--- src/rtl/write_register_bank.sv ---
// Eight-entry, 32-bit write-only register bank with per-byte write enables
// and a sequenced clear. A clear request walks registers 0..7, one per
// cycle, loading RESET_VAL; writes are dropped while the walk is running.
// Register contents leave the block directly from flops for the downstream
// read mux.

module write_register_bank #(
    parameter logic [31:0] RESET_VAL = 32'h0000_0000
) (
    input  logic        clk,
    input  logic        reset_n,
    input  logic        we,
    input  logic [2:0]  wAddr,
    input  logic [31:0] wData,
    input  logic [3:0]  wBe,
    input  logic        clr,
    output logic        busy,
    output logic [31:0] reg0,
    output logic [31:0] reg1,
    output logic [31:0] reg2,
    output logic [31:0] reg3,
    output logic [31:0] reg4,
    output logic [31:0] reg5,
    output logic [31:0] reg6,
    output logic [31:0] reg7
);

    typedef enum logic {
        IDLE  = 1'b0,
        CLEAR = 1'b1
    } state_t;

    state_t      state;
    logic [2:0]  cnt;
    logic [31:0] regs [8];

    // Control FSM and register storage share one clocked process so that a
    // clear step and a write can never both target the array on one edge.
    always_ff @(posedge clk or negedge reset_n) begin
        if (!reset_n) begin
            state <= IDLE;
            cnt   <= 3'd0;
            // NOTE: the register array sits in the reset branch on purpose;
            // these are architectural registers that must read RESET_VAL
            // straight after reset, not a RAM whose contents may be undefined.
            for (int n = 0; n < 8; n++) begin
                regs[n] <= RESET_VAL;
            end
        end else begin
            // NOTE: every state variable here uses <= so all updates on this
            // edge see the pre-edge values of state, cnt and regs.
            case (state)
                IDLE: begin
                    if (clr) begin
                        // clr wins over a simultaneous write; nothing is loaded
                        // on the entry edge.
                        state <= CLEAR;
                        cnt   <= 3'd0;
                    end else if (we) begin
                        for (int i = 0; i < 4; i++) begin
                            if (wBe[i]) begin
                                regs[wAddr][8*i +: 8] <= wData[8*i +: 8];
                            end
                        end
                    end
                end
                CLEAR: begin
                    // One register per edge; we and clr are ignored here.
                    regs[cnt] <= RESET_VAL;
                    cnt       <= cnt + 3'd1;
                    if (cnt == 3'd7) begin
                        state <= IDLE;
                    end
                end
                // NOTE: the default arm keeps the decode total so no stray
                // encoding can leave state undriven.
                default: begin
                    state <= IDLE;
                    cnt   <= 3'd0;
                end
            endcase
        end
    end

    // busy is a pure decode of the state flop.
    assign busy = (state == CLEAR);

    // Register outputs come straight from the storage flops.
    assign reg0 = regs[0];
    assign reg1 = regs[1];
    assign reg2 = regs[2];
    assign reg3 = regs[3];
    assign reg4 = regs[4];
    assign reg5 = regs[5];
    assign reg6 = regs[6];
    assign reg7 = regs[7];

endmodule

--- config.mk ---
export PLATFORM = sky130hd
export DESIGN_NAME = write_register_bank
export DESIGN_NICKNAME = d
export VERILOG_FILES = /design/src/rtl/write_register_bank.sv
export SDC_FILE = /design/constraint.sdc
export NUM_CORES = 1
export LEC_CHECK = 0
export CAP_MARGIN = 20
export CORE_UTILIZATION = 52
export DETAILED_ROUTE_END_ITERATION = 8
export PLACE_DENSITY = 0.88
export RECOVER_POWER = 50
export SLEW_MARGIN = 30
export SYNTH_ARGS = -nofsm -noshare
export SYNTH_HDL_FRONTEND = slang
export SYNTH_SLANG_ARGS = --single-unit
--- constraint.sdc ---
create_clock -name clk -period 3.9 [get_ports clk]
set_input_delay 0.975 -clock clk [delete_from_list [all_inputs] [get_ports clk]]
set_output_delay 0.975 -clock clk [all_outputs]
set_load 0.02 [all_outputs]
* Word-level counts from Yosys, hierarchy flattened
Index checks and enable logic that the tools add are counted.
** Storage, ports and cells
- Input bits :: 43
- Logic and storage cells :: 62
- Register bits after elaboration :: 260
- Output and inout bits :: 257
** Cells by class
- Equality and inequality tests :: 4
- Bitwise logic cells :: 5
- Reductions and logical operators :: 3
- Order comparisons :: 4
- Add/sub/neg operators :: 1
- Multiplexer cells :: 35
** Operators with widths (count)
- $mux 256 :: 15
- $bwmux 256 :: 4
- $pmux 256 s2 :: 1
- $demux 32 s3 :: 5
- $and 256x256->256 :: 1
- $not 256->256 :: 1
- $mux 32 :: 2
- $mux 24 :: 1
- $mux 16 :: 1
- $ge 4x4->1 const B :: 2
- $lt 4x1->1 const B :: 2
- $mux 8 :: 1
- $not 3->4 :: 2
- $ne 2x2->1 const B :: 3
- $pmux 3 s2 :: 1
- $add 3x1->3 const B :: 1
- $eq 3x3->1 const B :: 1
- $mux 3 :: 1
- $logic_and 1x1->1 :: 2
- $mux 1 :: 2
- $pmux 1 s2 :: 1
- $reduce_and 2->1 :: 1
- $not 1->1 :: 1

* Longest topological paths before layout
Gate-level depths: netlist (run 1).
- Depth after elaboration :: 25
- Mapped depth :: 6
- Depth with buffers taken out :: 3

* Worst setup path before layout (run 1)
OpenSTA, ideal clock, no wires.
- Path type :: in2reg
- Start :: in wAddr[2]
- End :: reg regs, in the netlist reg1[16]
- Library setup time :: 126 ps
- Arrival time :: 1944 ps
- Cell stages on the path :: 3
- Path buffers :: 0
- Path slack :: 1830 ps
- Required time :: 3774 ps
- Cells stage by stage :: or4b_1 o2bb2a_4 o21ai_0
** On the way
- Cells in the longest elaborated chain, start to end :: 22
- Elaborated cells between the ends (all ways) :: 29
- Those cells by class :: order compare (2); mux (25); bitwise (1); reduce/logical (1)
** Ends and longest elaborated chain
- start: declaration :: RTL line 13 : input logic [2:0] wAddr,
- $not 3->4 (implied by the code) (*) :: RTL line 62 : regs[wAddr][8*i +: 8] <= wData[8*i +: 8];
- $demux 32 s3 :: RTL line 62
- $bwmux 256 :: RTL line 62
- $mux 256 :: RTL line 61 : if (wBe[i]) begin
- $mux 256 :: RTL line 59 : end else if (we) begin
- $mux 256 :: RTL line 54 : if (clr) begin
- $mux 256 :: RTL line 52 : case (state)
- $bwmux 256 :: RTL line 62
- [6 not listed]
- $mux 256 :: RTL line 59
- $mux 256 :: RTL line 54
- $mux 256 :: RTL line 52
- $bwmux 256 :: RTL line 62
- $mux 256 (*) :: RTL line 61
- $mux 256 (*) :: RTL line 59
- $mux 256 (*) :: RTL line 54
- $pmux 256 s2 (*) :: RTL line 52
- end signal: indexed assignment :: RTL line 62
- end: declaration :: RTL line 35 : logic [31:0] regs [8];
Every way passes the cells marked *; elsewhere a longest branch is shown, timed or not. The select of a mux whose other input is x is not followed.
A chain may end at the register's enable or synchronous reset.

* Worst setup path in the final report (run 1)
- Start :: reg state, in the netlist busy
- End :: reg regs, in the netlist reg7[10]
** On the way
- Cells in the longest elaborated chain, start to end :: 3
- Elaborated cells between the ends (all ways) :: 5
- Those cells by class :: eq/ne (2); mux (1); bitwise (1); reduce/logical (1)
** Ends and longest elaborated chain
- start: declaration :: RTL line 33 : state_t state;
- start signal: assignment :: RTL line 41 : state <= IDLE;
- start signal: assignment :: RTL line 57 : state <= CLEAR;
- start signal: assignment :: RTL line 72 : state <= IDLE;
- $not 1->1
- $ne 2x2->1 (no source line)
- $reduce_and 2->1 (no source line)
Several ways; a longest one is shown, not always the timed one.

==> results.sh, run 1 <==
export IMPL_vias=9062
export IMPL_p_leak_nw=6.512
export IMPL_design_area_sq_um=15050
export IMPL_cpMaxStageDelayCell="clkbuf_2"
export IMPL_min_period_ps=3116
export IMPL_max_stage_delay_ps=1080
export IMPL_cts_repair_resized=0
export IMPL_required_ps=4340
export IMPL_crit_fanout=63
export IMPL_cts_hold_buffers=0
export IMPL_cts_root_buf="clkbuf_16"
export IMPL_hold_viol_final=0
export IMPL_cts_num_sinks=260
export IMPL_num_rows=52
export IMPL_netlist_instances=967
export IMPL_antenna_found_initial=4
export IMPL_status="finished, violations left"
export IMPL_vdd_drop_max_mv=0.4172
export IMPL_rsz0062_at_grt="no"
export IMPL_area_growth_pct=38.36
export IMPL_ys_types=34
export IMPL_numCtsBuffers=27
export IMPL_synthFlopType="dfrtp_1"
export IMPL_seq_area_frac_synth=0.5980
export IMPL_worst_clock_skew_ps=24.34
export IMPL_p_sw_w=0.002598
export IMPL_clkSlewWorstSetupHoldPaths_ps=60
export IMPL_postCtsSetupBuffers=0
export IMPL_h_tree_depth=1
export IMPL_postSynth_asyncResetShare=1.000
export IMPL_reg2reg_slack_ps=780
export IMPL_relSlewSlack=-0.3351
export IMPL_dieArea_sq_um=21500
export IMPL_power_frac_seq=0.401
export IMPL_worstSetupPathType="reg2reg"
export IMPL_fmax_mhz=321.0
export IMPL_die_w_microns=146.6
export IMPL_p_int_w=0.005325
export IMPL_synth_edf_count=0
export IMPL_fin_crit_sh=0.7989
export IMPL_grt_usage=0.3120
export IMPL_place_congestion=0.8736
export IMPL_setup_tns_ps=0
export IMPL_yosys_register_bits=260
export IMPL_worstHoldPathType="reg2reg"
export IMPL_clockBufferDepth=3
export IMPL_synth_top_area_frac=0.5980
export IMPL_hpwlAfterDp_microns=23170
export IMPL_drv_cap=1
export IMPL_p_total_w=0.007922
export IMPL_viasPerCell=5.854
export IMPL_start_kind="flip-flop"
export IMPL_cp_end_kind="flip-flop"
export IMPL_layout_nets=1299
export IMPL_syn_cell_area_sq_um=10880
export IMPL_setup_violations=0
export IMPL_clkPwrFrac=0.332
export IMPL_port_buffers=299
export IMPL_grt_max_degree=84
export IMPL_drive_above_1_share=0.08157
export IMPL_wl_per_cell_microns=21.51
export IMPL_yosys_top_cells_area="dfrtp_1 (60%), o2bb2ai_1 (10%), o21ai_0 (4.6%), nand2_1 (4.5%), inv_1 (4.4%)"
export IMPL_antenna_left=0
export IMPL_start_util=0.5342
export IMPL_grt_pass1_vias=9199
export IMPL_io_pins=300
export IMPL_firstDrtPassIters=5
export IMPL_synth_warnings=0
export IMPL_drtIter0Drc=584
export IMPL_powerDensity_nw_per_um2=526.3
export IMPL_violations="capacitance limit, slew limit"
export IMPL_avgSynthCellArea_sq_um=11.25
export IMPL_swShare=0.3279
export IMPL_cp_arrival_ps=3560
export IMPL_wl_microns=33290
export IMPL_cts_tree="done"
export IMPL_fp_coreArea_sq_um=20360
export IMPL_synth_top_area_cell="dfrtp_1"
export IMPL_syn_nets=1012
export IMPL_drc=0
export IMPL_combPwrFrac=0.266
export IMPL_max_slew_worst_pin_slew_ps=2003
export IMPL_clk_insertion_delay_late_ps=540
export IMPL_drv_slew=75
export IMPL_dpl_instance_area_sq_um=14160
export IMPL_grt_pass1_wl_microns=52130
export IMPL_path_cells="clkbuf_2, and4b_1, o22ai_1, o2bb2ai_1"
export IMPL_grt_overflow=0
export IMPL_fp_dieH_microns=146.6
-- final timing paths --
path	from	cells after the start	endpoint
max	busy$_DFF_PN0_	4	reg7[10]$_DFFE_PN0P_
min in group asynchronous	reset_n	1	reg3[2]$_DFFE_PN0P_
max reg2reg	busy$_DFF_PN0_	4	reg7[10]$_DFFE_PN0P_
max in group asynchronous	reset_n	2	reg0[20]$_DFFE_PN0P_
min reg2reg	reg5[21]$_DFFE_PN0P_	1	reg5[21]$_DFFE_PN0P_
min	reg5[21]$_DFFE_PN0P_	1	reg5[21]$_DFFE_PN0P_
-- layout by cell type, fill, tap and decap left out, types with 2 or more instances in the layout --
master	instances
nand3b_1	2
clkbuf_2	3
a2bb2oi_1	4
clkinv_2	5
nor4bb_2	3
nand2_1	129
and4bb_1	2
buf_4	16
o22ai_2	11
clkbuf_16	27
clkdlybuf4s50_1	188
nor4bb_4	2
nor4b_4	2
o2bb2ai_1	128
o21ai_0	100
o21ai_1	28
clkbuf_1	4
bufinv_16	3
clkinv_4	4
dfrtp_1	259
or4b_4	2
inv_1	128
o22ai_1	5
and4b_1	4
dlygate4sd3_1	110
and3b_1	4
a2bb2oi_4	7
nor4bb_1	29
o2bb2a_4	5
clkinvlp_4	3
nand4bb_1	2
buf_12	2
ha_1	2
nor2_1	2
nand3_1	33
diode_2	3
a22o_1	2
clkbuf_8	3
-- registers in the layout (all words and copies together) (netlist names) --
| register | count |
|---|---|
| busy | 1 |
| cnt | 3 |
| reg0 | 32 |
| reg1 | 32 |
| reg2 | 32 |
| reg3 | 32 |
| reg4 | 32 |
| reg5 | 32 |
| reg6 | 32 |
| reg7 | 32 |
-- synthesized netlist by cell type, drive strengths merged (4+ instances only) --
cell     number
dfrtp       260
nand2       129
inv         128
o21ai       128
o2bb2ai     128
nor4bb       34
nand3        33
buf          32
clkbuf       29
o22ai        16
a2bb2oi      11
o2bb2a        5
and3b         4
and4b         4
-- layer usage --
metal,up-vias,routed length (microns),GRT usage
met5,-,13,0
met4,2,1759,0.1641
met3,120,2468,0.06156
met2,458,15390,0.4761
met1,4525,13660,0.4249
li1,3957,-,-
-- worst max-delay path, delay by kind of cell (launching register included) --
kind	cells	cell delay (ps)
AO/OA/AOI/OAI	2	880
buffers and inverters	1	1080
flip-flops	1	690
AND/OR/NAND/NOR	1	360
-- power groups by stage --
stage	sequential [W]	clock (W)	combinational (W)
2_1_floorplan	0.00342	0	0.00100
3_3_place_gp	0.00321	0	0.00209
3_5_place_dp	0.00322	0	0.00214
4_1_cts	0.00318	0.00265	0.00216
5_1_grt	0.00321	0.00277	0.00224
6_report	0.00318	0.00263	0.00211
-- cell type report --
| class | instances | area [sq um] |
|---|---|---|
| Inverter | 128 | 480.5 |
| Clock inverter | 16 | 181.4 |
| Sequential cell | 260 | 6510 |
| Timing Repair Buffer | 319 | 3158 |
| Clock buffer | 34 | 732.0 |
| Multi-Input combinational cell | 518 | 3645 |
| Antenna cell | 3 | 7.507 |
| Fill cell | 1320 | 5313 |
| Tap cell | 270 | 337.8 |
-- per-stage QoR --
step | utilization | hold slack [ps] | setup WS, ps | cells
2_1_floorplan | - | 584.9 | 1830 | 967
3_3_place_gp | 0.6953 | 470.5 | 724.1 | 1495
3_5_place_dp | 0.6953 | 472.9 | 646.2 | 1495
4_1_cts | 0.7401 | 432.3 | 997.1 | 1545
5_1_grt | 0.7391 | 493.7 | 627.8 | 1548
6_report | 0.7391 | 480.7 | 784.4 | 1548
-- logic make-up after synthesis --
kind of cell | Yosys count | synth area share
compound gates | 291 | 0.2117
mux | 1 | 0.001035
buf+inv | 189 | 0.06958
simple gates | 224 | 0.1173
fa+ha+maj | 2 | 0.002300
flops | 260 | 0.5980
(Power assumes the default switching activity.)
==> run 2: changes to the inputs <==
--- a/config.mk
+++ b/config.mk
@@ -6,9 +6,9 @@
 export NUM_CORES = 1
 export LEC_CHECK = 0
 export CAP_MARGIN = 20
-export CORE_UTILIZATION = 52
+export CORE_UTILIZATION = 44
 export DETAILED_ROUTE_END_ITERATION = 8
-export PLACE_DENSITY = 0.88
+export PLACE_DENSITY = 0.79
 export RECOVER_POWER = 50
 export SLEW_MARGIN = 30
 export SYNTH_ARGS = -nofsm -noshare
==> constraint.sdc (replaced) <==
create_clock -name clk -period 2.78 [get_ports clk]
set_input_delay 0.695 -clock clk [delete_from_list [all_inputs] [get_ports clk]]
set_output_delay 0.695 -clock clk [all_outputs]
set_load 0.02 [all_outputs]
==> results.sh, run 2 (synthesis gave the netlist of run 1 again) <==
export IMPL_status="finished, violations left"
export IMPL_violations="capacitance limit, slew limit"
export IMPL_min_path_cells=1
export IMPL_hold_viol_final=0
export IMPL_drv_cap=1
export IMPL_fp_dieH_microns=159.2
export IMPL_setup_tns_ps=0
export IMPL_relSlewSlack=-0.2627
export IMPL_cp_arrival_ps=1910
export IMPL_r2r_end="reg2[12]$_DFFE_PN0P_"
export IMPL_path_cells="clkdlybuf4s50_1"
export IMPL_min_to="reg6[21]$_DFFE_PN0P_"
export IMPL_antenna_left=0
export IMPL_worstSetupPathType="reg2out"
export IMPL_viasPerCell=5.349
export IMPL_crit_buf_inv=1
export IMPL_cp_top_family="buffers and inverters"
export IMPL_p_leak_nw=6.281
export IMPL_start_kind="flip-flop"
export IMPL_area_growth_pct=40.46
export IMPL_grt_max_degree=78
export IMPL_drtIter0Drc=617
export IMPL_drv_slew=73
export IMPL_drive_above_1_share=0.09962
export IMPL_numCtsBuffers=27
export IMPL_min_period_ps=2605
export IMPL_num_rows=57
export IMPL_reg2reg_slack_ps=430
export IMPL_powerDensity_nw_per_um2=718.2
export IMPL_clockBufferDepth=3
export IMPL_rsz0062_at_grt="no"
export IMPL_postCtsSetupBuffers=0
export IMPL_reg2reg_from="busy$_DFF_PN0_"
export IMPL_nFillCells=1892
export IMPL_p_total_w=0.01097
export IMPL_vias=8805
export IMPL_h_tree_depth=1
export IMPL_start_util=0.4473
export IMPL_wl_per_cell_microns=19.95
export IMPL_cts_repair_resized=0
export IMPL_fp_coreArea_sq_um=24320
export IMPL_io_pins=300
export IMPL_die_w_microns=159.2
export IMPL_grt_overflow=0
export IMPL_port_buffers=299
export IMPL_setup_violations=0
export IMPL_cts_root_buf="clkbuf_16"
export IMPL_dieArea_sq_um=25360
export IMPL_clkSlewWorstSetupHoldPaths_ps=60
export IMPL_vdd_drop_max_mv=0.4274
export IMPL_r2r_cells=3
export IMPL_fmax_mhz=383.8
export IMPL_layout_nets=1341
export IMPL_wl_microns=32840
export IMPL_drc=0
export IMPL_cts_hold_buffers=0
export IMPL_clk_insertion_delay_late_ps=530
export IMPL_max_stage_delay_ps=730
export IMPL_antenna_found_initial=6
export IMPL_layout_common_cells="clkdlybuf4s50_1 (297), dfrtp_1 (259), nand2_1 (129)"
export IMPL_final_common_cell="clkdlybuf4s50_1"
export IMPL_firstDrtPassIters=5
export IMPL_grt_pass1_vias=8929
export IMPL_required_ps=2090
export IMPL_cp_end_kind="output port"
export IMPL_worstHoldPathType="reg2reg"
export IMPL_worst_clock_skew_ps=9.854
export IMPL_min_from="reg6[21]$_DFFE_PN0P_"
export IMPL_max_slew_worst_pin_slew_ps=1894
export IMPL_crit_fanout=25
export IMPL_hpwlAfterDp_microns=23630
export IMPL_grt_usage=0.2604
export IMPL_cts_num_sinks=260
export IMPL_cpMaxStageDelayCell="clkdlybuf4s50_1"
export IMPL_place_congestion=0.8289
export IMPL_cts_tree="done"
export IMPL_fin_crit_sh=0.9372
export IMPL_grt_pass1_wl_microns=51980
run 2: changes by cell type in the layout (fill, tap and decap cells not counted), moves of 4 or more:
cell / before / now
clkdlybuf4s50_1: 188 / 297
dlygate4sd3_1: 110 / 1
buf_4: 16 / 49
o21ai_0: 100 / 112
o21ai_1: 28 / 16
clkbuf_2: 3 / 7
clkinv_4: 4 / 0
diode_2: 3 / 7
nor4bb_1: 29 / 33
run 2: metrics by stage:
stage | hold WS (ps) | util | setup slack, ps | cell area, sq um | std cells
final | 487.2 | 0.6283 | 174.6 | 15280 | 1646
after global routing | 499.8 | 0.6282 | 117.7 | 15280 | 1645
after CTS | 147.2 | 0.6347 | 89.33 | 15440 | 1639
after detailed placement | 472.6 | 0.5990 | 141.9 | 14570 | 1591
after global placement | 472.1 | 0.5990 | 222.7 | 14570 | 1591
after floorplan | 399.4 | - | 990.0 | 10880 | 967
run 2: where the power goes:
group          switching (W)  internal [W]  total, W
registers           0.000324       0.00413   0.00446
logic                0.00174       0.00126   0.00300
clock network        0.00149       0.00203   0.00352
total                0.00355       0.00742    0.0110
run 2: routing by layer:
layer / wire [microns] / part of all wire / GRT usage / up-vias
met5: 0 / 0 / 0 / -
met4: 1137 / 0.035 / 0.09747 / 0
met3: 1769 / 0.054 / 0.03464 / 68
met2: 15190 / 0.46 / 0.4045 / 312
met1: 14740 / 0.45 / 0.3746 / 4393
li1: - / - / - / 4032
run 2: worst max path at each step:
stage               slack, ps                   end  cells past startpoint            from
finish                    170                  busy                      1  busy$_DFF_PN0_
global route              120                  busy                      1  busy$_DFF_PN0_
CTS                        90                  busy                      1  busy$_DFF_PN0_
detailed placement        140  reg4[30]$_DFFE_PN0P_                      5        wAddr[2]
global placement          220  reg4[29]$_DFFE_PN0P_                      5        wAddr[2]
floorplan                 990  reg1[16]$_DFFE_PN0P_                      3        wAddr[2]
run 2: layout make-up:
class / instances / area, sq um / share of cell area
Inverter: 128 / 480.5 / 0.03144
Antenna cell: 7 / 17.52 / 0.001146
Clock inverter: 12 / 100.1 / 0.006550
Timing Repair Buffer: 361 / 3468 / 0.2270
Sequential cell: 260 / 6510 / 0.4260
Tap cell: 324 / 405.4 / 0.02653
Clock buffer: 36 / 769.5 / 0.05036
Multi-Input combinational cell: 518 / 3530 / 0.2310
run 2: worst reg2reg max path, delay by kind of cell (launching register included):
kind | cells | cell delay (ps)
compound gates | 2 | 900
flops | 1 | 630
simple gates | 1 | 680
==> patch 1: new RTL, config.mk and constraints of run 1 <==
Put a register stage on the output `reg7`, with the module's reset. The value now appears one clock later. The other outputs are not delayed to match.
--- a/src/rtl/write_register_bank.sv
+++ b/src/rtl/write_register_bank.sv
@@ -93,7 +93,13 @@
     assign reg4 = regs[4];
     assign reg5 = regs[5];
     assign reg6 = regs[6];
-    assign reg7 = regs[7];
+    always_ff @(posedge clk or negedge reset_n) begin
+        if (!reset_n) begin
+            reg7 <= '0;
+        end else begin
+            reg7 <= regs[7];
+        end
+    end
 
 endmodule
 
Check against the original RTL: not settled (the Yosys comparison gave no result); the edit may change what the design does.
==> patch 1 against run 1 <==
The flow still finishes with violations (capacitance limit, slew limit). Area after synthesis rose by 24%. Sequential cell count up 32. Clock skew is 0.010 ns lower. Via count grew 2.0%. Utilization decreased by 10 points. Synthesized cell count rose by 26%. Setup slack got worse by 0.047 ns. Design area up 7.1%. Power up 12%. Routed wire length is 7.6% higher. Worst hold slack got worse by 0.11 ns. Die area rose by 23%. Sequential share of layout area rose by 2.1 points. Critical path type unchanged. Largest cell class unchanged. Largest power group unchanged.
==> patch 1: results (changes against run 1) <==
first-pass GRT wire length: 54,230 um (+4.0%)
M1 WL: 15,080 um (+10%)
area delta synth->final: 19.74%
DP Worst Slack: 0.4404 ns (-0.2058 ns)
Worst VDD drop: 367.7 uV (-12%)
antenna violations before repair: 5 (+1)
M2 GR Usage: 41.20% (-6.4 points)
first-iteration detailed-routing DRC count: 758 (+30%)
Max Cap Viol: 3 (+2)
Worst Path Arrival: 3.59 ns (+0.03 ns)
failing checks: capacitance limit, slew limit
register area share after synthesis: 54.28% (-5.5 points)
highest routed layer: met4
Worst path max stage delay: 0.92 ns (-0.16 ns)
commonest cells in the synthesized netlist: dfrtp_1 (292), buf_4 (224), nand2_1 (129), inv_1 (128), o2bb2ai_1 (128)
wire length on met2: 16,690 um (+8.5%)
Lkg Pwr: 6.753 nW (+3.7%)
fillers: 1,882 (+43%)
synth unique cells: 36 (+5.9%)
Crit path max-delay family: simple AND/OR/NAND/NOR gates
syn avg cell area: 11.01 sq um (-2.2%)
grt met1 use: 36.19% (-6.3 points)
sequential cell area share: 45.35% (+2.1 points)
post-synthesis mux area share: 0.08364% (-0.020 points)
met3 WL post-DR: 1830 um (-26%)
max-slew violation count: 168 (+120%)
clock buffers: 40 (+18%)
complex-gate fraction of the synthesized area: 17.87% (-3.3 points)
final hold slack: 0.3698 ns (-0.1109 ns)
Routability Congestion: 0.8650 (-0.98%)
Routed WL per cell: 21.75 um (+1.1%)
Hold Crit Start: regs[23]
ratio of cells with drive above 1 in the final layout: 10.37% (+2.2 points)
Synth Cell Area: 13,460 sq um (+24%)
post-placement cell area: 15,130 sq um (+6.9%)
Hold Crit Depth: 0 (-1)
status: finished with violations
ClkCell Share: 6.675% (+0.61 points)
# diodes: 5 (+2)
Final Net Count: 1,334 (+2.7%)
hold endpoint: reg7[23]
largest net degree at the start of global routing: 106 (+26%)
Slew headroom: -11.23% (+22 points)
CP max-delay cell: nor4b_1
FF-to-FF End: reg4[28]
skew final: 0.01435 ns (-0.009989 ns)
adder-cell area share of the yosys netlist: 0.1859% (-0.044 points)
buffering overhead: 19.39% (-1.6 points)
register-to-register setup slack: 0.74 ns (-0.05 ns)
gr usage total: 26.76% (-4.4 points)
footprint of the multi-input gates: 3702 sq um (+1.6%)
Clock Latency Late Sink: 0.56 ns (+0.02 ns)
[patch 1: cell count changes after synthesis, moves of 4 or more]
cell,before,now
o21ai_1,28,96
buf_4,3,224
a2bb2oi_1,4,0
buf_2,29,33
o21ai_0,100,0
o21ai_2,0,32
clkbuf_1,29,24
a2bb2oi_2,0,7
dfrtp_1,260,292
[patch 1: worst max-delay path by stage]
stage                           to  slack [ns]
after floorplan            reg2[0]        1.82
after global placement     reg5[4]        0.51
after detailed placement   reg5[6]        0.44
after CTS                     busy        0.83
after global routing      reg4[30]        0.47
final                     reg4[28]        0.74
[patch 1: power breakdown]
group | total, mW | switching (mW) | leakage (nW) | internal (mW)
Clock | 3.12 | 1.21 | 0.525 | 1.91
Combinational | 2.14 | 1.31 | 2.17 | 0.837
Sequential | 3.57 | 0.265 | 4.06 | 3.31
==> patch 2: new RTL, config.mk and constraints of run 1 <==
Made on the original files. Make the reset (`reset_n`) synchronous in one clocked block.
--- a/src/rtl/write_register_bank.sv
+++ b/src/rtl/write_register_bank.sv
@@ -36,7 +36,7 @@
 
     // Control FSM and register storage share one clocked process so that a
     // clear step and a write can never both target the array on one edge.
-    always_ff @(posedge clk or negedge reset_n) begin
+    always_ff @(posedge clk) begin
         if (!reset_n) begin
             state <= IDLE;
             cnt   <= 3'd0;
Function: not settled (the Yosys comparison gave no result); the edit may change what the design does.
==> patch 2 against run 1 <==
Die area down 6.4%. Sequential share of layout area up 11 points. Utilization up 1.3 points. Sequential cell count unchanged. Design area down 5.3%. Worst hold slack gained 0.16 ns. Area after synthesis shrank 6.5%. Routed wire length fell by 7.1%. Fmax decreased by 4.9%. Setup slack got worse by 0.16 ns. Cell count shrank 18%.
Power is not compared: it rests on default switching activity, and its combinational part moved more than twofold at a synthesized area within 25%.
==> patch 2: results (changes against run 1) <==
largest net degree at the start of global routing: 72 (-14%)
fillers: 1,122 (-15%)
ratio of cells with drive above 1 in the final layout: 9.655% (+1.5 points)
number of flops mapped to enable cells by yosys: 256 (+256)
Clock Latency Late Sink: 0.52 ns (-0.02 ns)
first-pass GRT wire length: 44,480 um (-15%)
Final Net Count: 1,042 (-20%)
# diodes: 0 (-3)
synth unique cells: 36 (+5.9%)
Post-Place Cells: 1,230 (-18%)
DP Worst Slack: 0.4262 ns (-0.2200 ns)
Worst VDD drop: 248.1 uV
vias in the first global route: 7,186 (-22%)
number of port buffers: 299 (unchanged)
antenna violations before repair: 1 (-3)
Least-Margin Pin Slew: 0.9108 ns (-1.092 ns)
Worst Path Arrival: 3.54 ns (-0.02 ns)
fraction of registers with async set/reset: 0% (-100 points)
htree depth: 1 (unchanged)
ys flop type: edfxtp_1
skew final: 0.01868 ns (-0.005658 ns)
post-synthesis mux area share: 0.3076% (+0.20 points)
Worst path max stage delay: 0.71 ns (-0.37 ns)
complex-gate fraction of the synthesized area: 3.322% (-18 points)
adder-cell area share of the yosys netlist: 0.2461% (+0.016 points)
first-iteration detailed-routing DRC count: 846 (+45%)
hpwl dp: 21,390 um (-7.7%)
status: complete, no violations
CTS resizes: 0 (unchanged)
TritonCTS Buffers: 25 (-7.4%)
Finished Layout Cells: 1,275 (-18%)
post-synthesis cell count: 690 (-29%)
gr usage total: 30.38% (-0.82 points)
Routability Congestion: 0.8396 (-3.9%)
max FFs per register: 256
register area share after synthesis: 76.38% (+17 points)
dominant cells by area after synthesis: edfxtp_1 (76%), nor3_1 (9.4%), buf_2 (2.6%)
Syn Nets: 735 (-27%)
post-placement cell area: 13,590 sq um (-4.0%)
via count: 7,627 (-16%)
CP Max Fanout: 36 (-43%)
Routed WL per cell: 24.26 um (+13%)
commonest cells in the synthesized netlist: edfxtp_1 (256), nor3_1 (191), nor2_1 (66), buf_2 (52), o31ai_1 (24)
-- patch 2: layout make-up --
class                      count  area [sq um]  area share (%)
clock buffer                  31         688.2           4.827
sequential                   260          7767           54.48
timing repair buffer         345          3308           23.20
clock inverter                14         126.4          0.8864
inverter                       2         7.507         0.05265
multi-input combinational    363          2034           14.27
tap                          260         325.3           2.282
-- patch 2: metal layers --
layer | vias up | routed length (um) | GRT usage, %
li1 | 3249 | - | -
met1 | 3684 | 10980 | 39.87
met2 | 611 | 15440 | 51.46
met3 | 83 | 3362 | 5.231
met4 | 0 | 1144 | 10.53
met5 | - | 0 | 0
-- patch 2: cells by family (layout without fill, tap and decap cells) --
kind of cell | after synthesis | after routing
mux | 3 | 3
flops | 260 | 260
compound gates | 45 | 45
buf+inv | 67 | 392
simple gates | 313 | 313
fa+ha+maj | 2 | 2
-- patch 2: worst paths after layout --
kind                 from         end  slack [ns]  depth (start not counted)
setup / recovery  reset_n  regs[2][3]        0.62                          6
setup reg to reg     busy  regs[2][3]        0.77                          5
hold reg to reg    cnt[0]      cnt[0]        0.64                          2
hold / removal     cnt[0]      cnt[0]        0.64                          2
-- patch 2: power breakdown --
| part | internal [mW] | total, mW | leakage [nW] | switching [mW] |
|---|---|---|---|---|
| clock | 1.38 | 2.40 | 0.404 | 1.02 |
| sequential | 3.17 | 3.22 | 2.70 | 0.0458 |
| combinational | 0.229 | 0.675 | 2.07 | 0.446 |
| total | 4.78 | 6.30 | 5.17 | 1.51 |
-- patch 2: worst min-delay path, delay by kind of cell (launching register included) --
kind / cells / cell delay, ns
flops: 1 / 0.37
mux: 1 / 0.17
simple gates: 1 / 0.06
